[config.mk]
export PLATFORM = sky130hd
export DESIGN_NAME = interrupt_controller
export DESIGN_NICKNAME = d
export VERILOG_FILES = /design/src/rtl/intc_pkg.sv /design/src/rtl/interrupt_controller_prio_encoder.sv /design/src/rtl/interrupt_controller.sv
export SDC_FILE = /design/constraint.sdc
export NUM_CORES = 1
export LEC_CHECK = 0
export ABC_AREA = 0
export BUFFER_PORTS_ARGS = -buffer_cell sky130_fd_sc_hd__buf_2
export CORE_UTILIZATION = 49
export CTS_CLUSTER_DIAMETER = 60
export DETAILED_ROUTE_END_ITERATION = 10
export PLACE_DENSITY_LB_ADDON = 0.25
export SLEW_MARGIN = 20
export SYNTH_ARGS = -nofsm -noshare
export SYNTH_HDL_FRONTEND = slang
export SYNTH_SLANG_ARGS = --single-unit
[constraint.sdc]
create_clock -name clk -period 2.4 [get_ports clk]
set_input_delay 0.48 -clock clk [delete_from_list [all_inputs] [get_ports clk]]
set_output_delay 0.48 -clock clk [all_outputs]
set_load 0.01 [all_outputs]
[src/rtl/intc_pkg.sv]
// Shared types and constants for the interrupt controller.
package intc_pkg;

    typedef enum logic [1:0] {
        IDLE    = 2'd0,
        REQ     = 2'd1,
        SERVICE = 2'd2
    } state_e;

    localparam logic [1:0] ADDR_MASK = 2'd0;
    localparam logic [1:0] ADDR_PEND = 2'd1;
    localparam logic [1:0] ADDR_ISR  = 2'd2;
    localparam logic [1:0] ADDR_CTRL = 2'd3;

    localparam int ID_W = 4;

endpackage

[src/rtl/interrupt_controller_prio_encoder.sv]
// Lowest-index-wins priority encoder over the unmasked pending set.
module prio_encoder
    import intc_pkg::*;
#(
    parameter int N = 8
) (
    input  logic [N-1:0]    req_i,
    output logic [ID_W-1:0] id_o,
    output logic            valid_o
);

    // Scan high to low so the lowest set index is the last one written.
    always_comb begin
        id_o    = '0;
        valid_o = 1'b0;
        for (int i = N - 1; i >= 0; i--) begin
            if (req_i[i]) begin
                id_o    = ID_W'(i);
                valid_o = 1'b1;
            end
        end
    end

endmodule

[src/rtl/interrupt_controller.sv]
// Prioritised, maskable, non-nested interrupt controller driving a
// single INT line with a vector address and ack/eoi handshake.
module interrupt_controller
    import intc_pkg::*;
#(
    parameter int          NUM_SRC  = 8,
    parameter logic [15:0] VEC_BASE = 16'h0100
) (
    input  logic               clk,
    input  logic               rst,
    input  logic [NUM_SRC-1:0] irq_src,
    input  logic               cfg_we,
    input  logic [1:0]         cfg_addr,
    input  logic [15:0]        cfg_wdata,
    output logic [15:0]        cfg_rdata,
    output logic               INT,
    output logic [15:0]        int_vec,
    input  logic               int_ack,
    input  logic               eoi
);

    logic [NUM_SRC-1:0] pend_q, pend_d;
    logic [NUM_SRC-1:0] isr_q, isr_d;
    logic [NUM_SRC-1:0] mask_q, mask_d;
    logic [NUM_SRC-1:0] irq_prev_q;
    logic [NUM_SRC-1:0] rise, cur_oh, req_vec;
    logic               en_q, en_d;
    logic               int_q;
    logic [15:0]        vec_q;
    logic [ID_W-1:0]    cur_id_q, win_id;
    logic               win_vld;
    state_e             state_q;
    logic               wr_mask, wr_pend, wr_ctrl;
    logic               ack_go, eoi_go;
    logic               unused_wdata;

    assign unused_wdata = ^cfg_wdata;

    assign wr_mask = cfg_we && (cfg_addr == ADDR_MASK);
    assign wr_pend = cfg_we && (cfg_addr == ADDR_PEND);
    assign wr_ctrl = cfg_we && (cfg_addr == ADDR_CTRL);

    assign ack_go  = (state_q == REQ) && int_ack;
    assign eoi_go  = (state_q == SERVICE) && eoi;

    assign rise    = irq_src & ~irq_prev_q;
    assign req_vec = pend_q & ~mask_q;

    assign INT     = int_q;
    assign int_vec = vec_q;

    always_comb begin
        cur_oh = '0;
        for (int i = 0; i < NUM_SRC; i++) begin
            cur_oh[i] = (cur_id_q == ID_W'(i));
        end
    end

    prio_encoder #(
        .N       (NUM_SRC)
    ) u_prio (
        .req_i   (req_vec),
        .id_o    (win_id),
        .valid_o (win_vld)
    );

    // New edges are OR-ed in last so a set beats any clear this cycle.
    always_comb begin
        pend_d = pend_q;
        if (wr_pend) pend_d &= ~cfg_wdata[NUM_SRC-1:0];
        if (ack_go)  pend_d &= ~cur_oh;
        pend_d |= rise;

        isr_d = isr_q;
        if (ack_go) isr_d |= cur_oh;
        if (eoi_go) isr_d &= ~cur_oh;

        mask_d = wr_mask ? cfg_wdata[NUM_SRC-1:0] : mask_q;
        en_d   = wr_ctrl ? cfg_wdata[0] : en_q;
    end

    always_ff @(posedge clk or posedge rst) begin
        if (rst) begin
            pend_q     <= '0;
            isr_q      <= '0;
            mask_q     <= '1;
            irq_prev_q <= '0;
            en_q       <= 1'b0;
        end else begin
            pend_q     <= pend_d;
            isr_q      <= isr_d;
            mask_q     <= mask_d;
            irq_prev_q <= irq_src;
            en_q       <= en_d;
        end
    end

    always_ff @(posedge clk or posedge rst) begin
        if (rst) begin
            state_q  <= IDLE;
            int_q    <= 1'b0;
            vec_q    <= '0;
            cur_id_q <= '0;
        end else begin
            unique case (state_q)
                IDLE: begin
                    if (en_q && win_vld) begin
                        cur_id_q <= win_id;
                        vec_q    <= VEC_BASE + {10'd0, win_id, 2'b00};
                        int_q    <= 1'b1;
                        state_q  <= REQ;
                    end
                end
                REQ: begin
                    if (int_ack) begin
                        int_q   <= 1'b0;
                        state_q <= SERVICE;
                    end
                end
                SERVICE: begin
                    if (eoi) state_q <= IDLE;
                end
                default: state_q <= IDLE;
            endcase
        end
    end

    always_comb begin
        cfg_rdata = '0;
        unique case (cfg_addr)
            ADDR_MASK: cfg_rdata = 16'(mask_q);
            ADDR_PEND: cfg_rdata = 16'(pend_q);
            ADDR_ISR:  cfg_rdata = 16'(isr_q);
            ADDR_CTRL: cfg_rdata = {6'd0, state_q, cur_id_q, 3'd0, en_q};
            default:   cfg_rdata = '0;
        endcase
    end

endmodule
==> impl_metrics.yaml, run 1 <==
run_status:
  status: "complete, no violations"
sta:
  maxSlewHeadroom: 0.6348
  finalCriticalPeriod_ps: 2055
  finalSetupViolCount: 0
  finalClockSkew_ps: 5.133
  whs_ps: 298.7
  period_share: 0.8561
  rsz0062_at_grt: "no"
  tightest_slew_ps: 547.2
  fmax_mhz: 486.7
  hold_violations: 0
  tns_ps: 0
  drv_slew: 0
synth:
  syn_area_mm2: 0.002073
  yosys.area.top_type: "dfrtp_1"
  yosysWarnings: 0
  synth_top_flop_cell: "dfrtp_1"
  yosysSeqAreaShare: 0.4876
  yosysMostFrequentCell: "dfrtp_1"
  synthDistinctLibCells: 40
  async_flop_share: 1.000
  ys_ff_latch: 40
  syn_area_per_cell_um2: 10.91
  synth_edf_count: 0
  synth_area_leaders: "dfrtp_1 (39%), dfstp_2 (10%), buf_4 (6.9%), mux4_1 (5.1%), mux2_2 (4.9%)"
  synth_top_area_share: 0.3862
  yosys-top-cells-count: "dfrtp_1 (32), nand2_1 (22), buf_4 (19)"
  synthCells: 190
routing:
  ant_nets: 0
  drt_iter0_drc: 70
  wl_per_cell_um: 14.78
  vias: 1476
  routed_wirelength_um: 4139
  via_per_inst: 5.271
  drt_pass1_iterations: 4
  drc: 0
min_path:
  hp-class: "in2async"
placed_design:
  dp.cells: 272
  numPortBuffers: 37
  placed_cell_area_mm2: 0.002222
  place_congestion: 0.8524
  hpwl_um: 2910
clocking:
  root_buffer: "clkbuf_8"
  clockBufferDepth: 2
  cts.clk_slew.worst_paths_ps: 80
  numCtsBuffers: 5
  cts.sinks: 40
  post_cts_resized: 0
  clock_latency_ps: 290
  postCtsSetupRepairBufs: 0
  cts_tree: "done"
  cts_max_level: 2
  hold_buffers: 0
setup_path:
  end_kind: "primary output"
  r2r-end: "cur_id_q[0]$_DFFE_PP0P_"
  path_cells: "buf_2, mux4_1, buf_2"
  startpoint_type: "primary input"
  required_ps: 1920
  crit_path_frequent_cell: "buf_2"
  crit_fanout: 14
  crit_family: "multiplexers"
  reg2reg_setup_slack_ps: 810
  ff2ff_path_depth: 4
  r2r_start: "mask_q[3]$_DFFE_PP1P_"
  worst_path_largest_cell_delay_ps: 600
  path_class: "in2out"
  critPathBufInv: 2
  arrival_ps: 1570
  path_depth: 3
  critPathSlowestCell: "mux4_1"
floorplan:
  coreArea_mm2: 0.004029
  die_h_um: 67.05
  start_util: 0.5146
  rows: 23
  die_w_um: 67.05
  dieArea_mm2: 0.004495
  ios: 64
pwr:
  irDropWorstVdd_mv: 0.4527
  clkPwrFrac: 0.210
  p_leak_nw: 1.077
  powerDensity_mw_per_mm2: 952.9
  comb_power_share: 0.304
  p_int_mw: 1.437
  p_switching_mw: 0.7691
  seqPwrFrac: 0.486
  p_sw_frac: 0.3487
global_routing:
  antenna_found_initial: 0
  grt_max_degree: 41
  grt_first_pass_wirelength_um: 6893
  grt_usage: 0.2149
  grt_pass1_vias: 1435
  grt-ovfl-total: 0
cells_and_area:
  nNetsFinal: 260
  stdcell_area_mm2: 0.002315
  diodes: 0
  fin_cells: 280
  syn2layout_area_growth_pct: 11.65
  drive_gt1_frac: 0.2957
  post-route-util: 0.5745
run:
  drv_cap: 0
[layer usage]
layer | wire (µm) | vias to the layer above | GRT usage
met5 | 0 | - | 0
li1 | - | 712 | -
met4 | 38 | 0 | 0.07979
met3 | 185 | 4 | 0.05651
met1 | 1905 | 710 | 0.2760
met2 | 2010 | 50 | 0.3438
[final cells by class]
| class | count | area, µm² |
|---|---|---|
| Multi-Input combinational cell | 134 | 918.4 |
| Timing Repair Buffer | 38 | 192.7 |
| Clock buffer | 6 | 82.58 |
| Inverter | 10 | 37.54 |
| Tap cell | 50 | 62.56 |
| Sequential cell | 40 | 1011 |
| Fill cell | 360 | 1714 |
| Clock inverter | 2 | 10.01 |
[per-stage QoR]
step	setup WS, ps	total power, mW
2_1_floorplan	700.2	1.555
3_3_place_gp	349.6	1.730
3_5_place_dp	355.6	1.753
4_1_cts	356.4	2.225
5_1_grt	303.5	2.367
6_report	345.4	2.206
[cells in the final DEF (no fill, tap or decap), types with 5 or more instances in the layout]
cell type / n
a21oi_1: 10
buf_2: 37
clkbuf_8: 6
conb_1: 18
dfrtp_1: 32
dfstp_2: 8
inv_1: 10
mux2_2: 9
nand2_1: 22
nand2b_1: 12
nor2_1: 5
nor2b_1: 6
o21ai_0: 8
[logic make-up (layout without fill, tap and decap cells)]
family                 Yosys count  in the layout  synth area share
other                            1             18          0.001809
AND/OR/NAND/NOR                 63             63            0.1708
multiplexers                    18             18            0.1261
AO/OA/AOI/OAI                   35             35            0.1135
flip-flops                      40             40            0.4876
buffers and inverters           33             56            0.1002
[tightest hold or removal path, delay by kind of cell]
kind                   cells  cell delay (ps)
buffers and inverters      3              550
[flip-flops by register name (all words and copies together), names as in the netlist]
register,count
irq_prev_q,8
state_q,2
en_q,1
isr_q,8
mask_q,8
int_vec,2
INT,1
pend_q,8
cur_id_q,2
[how the worst max path moves through the flow]
stage	slack [ps]	endpoint	from
6_report	350	cfg_rdata[4]	cfg_addr[0]
5_1_grt	300	cfg_rdata[0]	cfg_addr[0]
4_1_cts	360	cfg_rdata[4]	cfg_addr[0]
3_5_place_dp	360	cfg_rdata[4]	cfg_addr[0]
3_3_place_gp	350	cfg_rdata[6]	cfg_addr[0]
2_1_floorplan	700	cfg_rdata[4]	cfg_addr[0]
[power groups by stage]
stage / Sequential, mW / Clock [mW] / Combinational [mW]
after floorplan: 1.01 / 0 / 0.545
after detailed placement: 1.08 / 0 / 0.669
after global routing: 1.11 / 0.503 / 0.757
final: 1.07 / 0.463 / 0.671
after global placement: 1.07 / 0 / 0.655
after CTS: 1.07 / 0.480 / 0.676
(Power assumes the default switching activity.)
==> run 2, diff against run 1 <==
Settings changed: PLACE_DENSITY set to 0.77, PLACE_DENSITY_LB_ADDON 0.25 to not set.
==> run 2 against run 1 <==
Final cell count unchanged. Clock power down 1%. Combinational power down 0.9%. Via count up 1.2%. Register-to-register slack better by 30 ps. Worst hold slack worse by 7.2 ps. Non-clock buffer count unchanged. Sequential cell count unchanged. Count of clock-buffer cells in the layout up 2. Core utilization down 0.062 points. Clock skew about the same. Highest routed layer unchanged. Final area down 0.11%.
==> impl_metrics.yaml, run 2 (same netlist as run 1, synthesis figures left out) <==
global_routing:
  antenna_found_initial: 0
  grt.met1_usage: 0.2717
  grtUsageMet3: 0.05651
  grt-ovfl-total: 0
  gr-usage-met2: 0.3188
  grt_busiest_layer: "met2"
  grt_usage: 0.2083
  grt_pass1_vias: 1345
  grt_first_pass_wirelength_um: 6610
  grt_max_degree: 41
cells_and_area:
  mostFrequentLayoutCells: "buf_2 (37), dfrtp_1 (32), nand2_1 (22)"
  layout_commonest_cell: "buf_2"
  nNetsFinal: 260
  fin_cells: 280
  stdcell_area_mm2: 0.002312
  drive_gt1_frac: 0.2870
  diodes: 0
  syn2layout_area_growth_pct: 11.53
  post-route-util: 0.5739
placed_design:
  placed_cell_area_mm2: 0.002222
  place_congestion: 0.8556
  dp.cells: 272
  dp_slack_ps: 340.5
  hpwl_um: 2881
  numPortBuffers: 37
pwr:
  powerDensity_mw_per_mm2: 950.3
  comb_power_share: 0.303
  p_sw_frac: 0.3438
  irDropWorstVdd_mv: 0.4789
  clkPwrFrac: 0.209
  seqPwrFrac: 0.489
  p_int_mw: 1.442
  p_leak_nw: 1.071
  p_switching_mw: 0.7555
floorplan:
  rows: 23
  dieArea_mm2: 0.004495
  coreArea_mm2: 0.004029
  start_util: 0.5146
  die_h_um: 67.05
  die_w_um: 67.05
  ios: 64
setup_path:
  required_ps: 1920
  startpoint_type: "primary input"
  r2r_start: "mask_q[4]$_DFFE_PP1P_"
  end_kind: "primary output"
  ff2ff_path_depth: 4
  arrival_ps: 1580
  r2r-end: "cur_id_q[0]$_DFFE_PP0P_"
  path_class: "in2out"
  crit_fanout: 14
  reg2reg_setup_slack_ps: 840
sta:
  setup_slack_ps: 336.7
  fmax_mhz: 484.7
  tightest_slew_ps: 606.1
  tns_ps: 0
  period_share: 0.8597
  maxSlewHeadroom: 0.5950
  finalClockSkew_ps: 4.992
  hold_violations: 0
  finalCriticalPeriod_ps: 2063
  drv_slew: 0
  finalSetupViolCount: 0
  rsz0062_at_grt: "no"
clocking:
  clock_latency_ps: 290
  cts.clk_slew.worst_paths_ps: 70
  cts_max_level: 2
  hold_buffers: 0
  clockBufferDepth: 2
  post_cts_resized: 0
  cts.sinks: 40
  cts_tree: "done"
  numCtsBuffers: 5
  root_buffer: "clkbuf_8"
  postCtsSetupRepairBufs: 0
routing:
  ant_nets: 0
  vias: 1494
  drc: 0
  drt_pass1_iterations: 5
  wl_per_cell_um: 14.43
  via_per_inst: 5.336
  routed_wirelength_um: 4040
  drt_iter0_drc: 80
min_path:
  hp-class: "in2async"
run_status:
  status: "complete, no violations"
run:
  drv_cap: 0
-- run 2: changes by cell type in the layout (fill, tap and decap cells not counted) --
cell,before,now
clkbuf_1,0,2
clkinv_2,2,0
-- run 2: worst max-delay path by stage --
stage | startpoint | to | slack [ps]
after floorplan | cfg_addr[0] | cfg_rdata[4] | 700
after global placement | cfg_addr[0] | cfg_rdata[6] | 340
after detailed placement | cfg_addr[0] | cfg_rdata[5] | 340
after CTS | cfg_addr[0] | cfg_rdata[5] | 340
after global routing | cfg_addr[0] | cfg_rdata[5] | 310
final | cfg_addr[0] | cfg_rdata[5] | 340
-- run 2: cell type report --
type / instances / area (µm²)
fill: 374 / 1717
sequential: 40 / 1011
multi-input combinational: 134 / 918.4
timing repair buffer: 38 / 192.7
clock buffer: 8 / 90.09
tap: 50 / 62.56
inverter: 10 / 37.54
-- run 2: per-layer routing --
layer / vias up / wire (µm)
met5: - / 0
met4: 0 / 65
met3: 4 / 207
met2: 44 / 1883
met1: 726 / 1884
li1: 720 / -
-- run 2: worst max-delay path, cell delays in order --
cell	delay, ps
buf_2	340
mux4_1	610
buf_2	150
-- run 2: power groups by stage --
| stage | registers [mW] | clock network, mW | logic (mW) |
|---|---|---|---|
| 3_3_place_gp | 1.08 | 0 | 0.653 |
| 4_1_cts | 1.07 | 0.472 | 0.670 |
| 5_1_grt | 1.11 | 0.492 | 0.751 |
| 3_5_place_dp | 1.08 | 0 | 0.669 |
| 6_report | 1.07 | 0.458 | 0.665 |
| 2_1_floorplan | 1.01 | 0 | 0.545 |
-- run 2: through the flow --
step | hold slack (ps) | power [mW]
2_1_floorplan | 409.4 | 1.555
3_3_place_gp | 410.0 | 1.729
3_5_place_dp | 419.9 | 1.751
4_1_cts | 291.3 | 2.213
5_1_grt | 294.2 | 2.351
6_report | 291.5 | 2.197
==> run 3, diff against run 2 <==
--- a/config.mk
+++ b/config.mk
@@ -6,5 +6,5 @@
 export NUM_CORES = 1
 export LEC_CHECK = 0
-export ABC_AREA = 0
+export ABC_AREA = 1
 export BUFFER_PORTS_ARGS = -buffer_cell sky130_fd_sc_hd__buf_2
 export CORE_UTILIZATION = 49
@@ -12,4 +12,5 @@
 export DETAILED_ROUTE_END_ITERATION = 10
 export PLACE_DENSITY = 0.77
+export REMOVE_ABC_BUFFERS = 1
 export SLEW_MARGIN = 20
 export SYNTH_ARGS = -nofsm -noshare
==> constraint.sdc (replaced) <==
create_clock -name clk -period 2.4 [get_ports clk]
set_input_delay 0.48 -clock clk [delete_from_list [all_inputs] [get_ports clk]]
set_output_delay 0.48 -clock clk [all_outputs]
set_load 0.05 [all_outputs]
==> run 3 against run 2 <==
Power rose by 14%. Setup slack improved by 100 ps. Highest routed layer unchanged. Core utilization rose by 0.96 points. Non-clock buffer count rose by 1. Clock skew rose by 5.0 ps. Global-route usage rose by 1.7 points. Largest power group unchanged. Final area rose by 1.7%.
==> impl_metrics.yaml, run 3 <==
clocking:
  root_buffer: "clkbuf_8"
  cts.sinks: 40
  clockBufferDepth: 2
  postCtsSetupRepairBufs: 0
  numCtsBuffers: 5
  hold_buffers: 0
  clock_latency_ps: 300
  cts_tree: "done"
  cts.clk_slew.worst_paths_ps: 80
  cts_max_level: 2
  post_cts_resized: 0
pwr:
  p_leak_nw: 1.279
  p_int_mw: 1.425
  comb_power_share: 0.380
  p_sw_frac: 0.4326
  powerDensity_mw_per_mm2: 1068
  clkPwrFrac: 0.219
  irDropWorstVdd_mv: 0.5592
  seqPwrFrac: 0.402
  p_switching_mw: 1.086
floorplan:
  ios: 64
  rows: 23
  die_w_um: 67.07
  die_h_um: 67.07
  dieArea_mm2: 0.004498
  coreArea_mm2: 0.004029
  start_util: 0.5149
global_routing:
  grt_usage: 0.2248
  grt_first_pass_wirelength_um: 7086
  grt_pass1_vias: 1562
  grt_max_degree: 41
  grt-ovfl-total: 0
  antenna_found_initial: 0
cells_and_area:
  diodes: 0
  fin_cells: 343
  nNetsFinal: 323
  fillers: 360
  syn2layout_area_growth_pct: 13.33
  layout_commonest_cell: "nand2_1"
  drive_gt1_frac: 0.2218
  mostFrequentLayoutCells: "nand2_1 (59), inv_1 (46), buf_2 (37)"
routing:
  drt_iter0_drc: 129
  drc: 0
  via_per_inst: 4.965
  drt_pass1_iterations: 4
  vias: 1703
  wl_per_cell_um: 12.80
  routed_wirelength_um: 4389
  ant_nets: 0
synth:
  synthDistinctLibCells: 25
  synth_edf_count: 0
  yosys-top-cells-count: "nand2_1 (59), inv_1 (46), dfrtp_1 (32)"
  ys_ff_latch: 40
  synthCells: 250
  syn_area_mm2: 0.002074
  yosys.area.top_type: "dfrtp_1"
  yosysMostFrequentCell: "nand2_1"
  yosysWarnings: 0
  async_flop_share: 1.000
  yosysSeqAreaShare: 0.4873
  synth_top_area_share: 0.3860
  synth_area_leaders: "dfrtp_1 (39%), nand2_1 (11%), dfstp_2 (10%), inv_1 (8.3%), buf_4 (6.9%)"
  syn_area_per_cell_um2: 8.298
  synth_top_flop_cell: "dfrtp_1"
sta:
  tns_ps: 0
  finalSetupViolCount: 0
  fmax_mhz: 510.4
  period_share: 0.8163
  setup_slack_ps: 440.8
  rsz0062_at_grt: "no"
  whs_ps: 289.1
  maxSlewHeadroom: 0.6097
  tightest_slew_ps: 584.0
  hold_violations: 0
  drv_slew: 0
  finalCriticalPeriod_ps: 1959
  finalClockSkew_ps: 10.03
setup_path:
  end_kind: "primary output"
  arrival_ps: 1480
  path_class: "in2out"
  startpoint_type: "primary input"
  r2r_start: "state_q[0]$_DFFE_PP0P_"
  reg2reg_setup_slack_ps: 810
  crit_fanout: 9
  r2r-end: "isr_q[1]$_DFF_PP0_"
  ff2ff_path_depth: 6
  required_ps: 1920
placed_design:
  dp_slack_ps: 421.1
  hpwl_um: 3081
  dp.cells: 335
  numPortBuffers: 37
  place_congestion: 0.8218
run_status:
  status: "complete, no violations"
run:
  drv_cap: 0
min_path:
  hp-class: "in2async"
## run 3: changes by cell type in the layout (fill, tap and decap cells not counted), moves of 5 or more
cell,delta
nand2b_1,-12
nand3_1,+10
mux2_2,-9
nand2_1,+37
nor2b_1,-6
o21ai_1,+10
nor2_1,+6
inv_1,+36
o221ai_2,+5
a21oi_1,+5
## run 3: cell type report
cell class | instances | area (µm²) | area share
sequential | 40 | 1011 | 0.4300
inverter | 47 | 176.4 | 0.07504
clock inverter | 2 | 35.03 | 0.01490
tap | 50 | 62.56 | 0.02661
clock buffer | 6 | 72.57 | 0.03087
timing repair buffer | 39 | 200.2 | 0.08515
multi-input combinational | 159 | 793.3 | 0.3374
## run 3: cell families after synthesis
| group | synth area share |
|---|---|
| simple gates | 0.1864 |
| flops | 0.4873 |
| other cells | 0.001808 |
| compound gates | 0.1634 |
| buf+inv | 0.1610 |
## run 3: how the worst max path moves through the flow
stage | start | end | slack [ps] | cells past startpoint
6_report | cfg_addr[0] | cfg_rdata[7] | 440 | 6
5_1_grt | cfg_addr[0] | cfg_rdata[7] | 360 | 6
3_5_place_dp | cfg_addr[0] | cfg_rdata[7] | 420 | 6
4_1_cts | cfg_addr[0] | cfg_rdata[7] | 420 | 6
2_1_floorplan | cur_id_q[0]$_DFFE_PP0P_ | cfg_rdata[4] | 180 | 2
3_3_place_gp | cfg_addr[0] | cfg_rdata[7] | 450 | 6
## run 3: through the flow
step | power [mW] | utilization | cell area [µm²]
finish | 2.511 | 0.5835 | 2351
global route | 2.673 | 0.5835 | 2351
CTS | 2.523 | 0.5835 | 2351
detailed placement | 1.967 | 0.5568 | 2243
global placement | 1.940 | 0.5568 | 2243
floorplan | 1.729 | - | 1981
## run 3: critical path, cell delays in order
cell and delay [ps]:
buf_2 150, inv_2 60, nor2_4 260, inv_1 70, o211ai_1 170, buf_2 290
## run 3: layer usage
metal | global-route usage | vias up | part of all wire
li1 | - | 844 | -
met1 | 0.2932 | 790 | 0.46
met2 | 0.3375 | 63 | 0.46
met3 | 0.06164 | 6 | 0.067
met4 | 0.1144 | 0 | 0.017
met5 | 0 | - | 0
## run 3: power groups by stage
| stage | Clock (mW) | Combinational, mW | Sequential [mW] |
|---|---|---|---|
| finish | 0.549 | 0.953 | 1.01 |
| global route | 0.581 | 1.06 | 1.03 |
| CTS | 0.561 | 0.957 | 1.00 |
| detailed placement | 0 | 0.952 | 1.02 |
| global placement | 0 | 0.929 | 1.01 |
| floorplan | 0 | 0.643 | 1.09 |
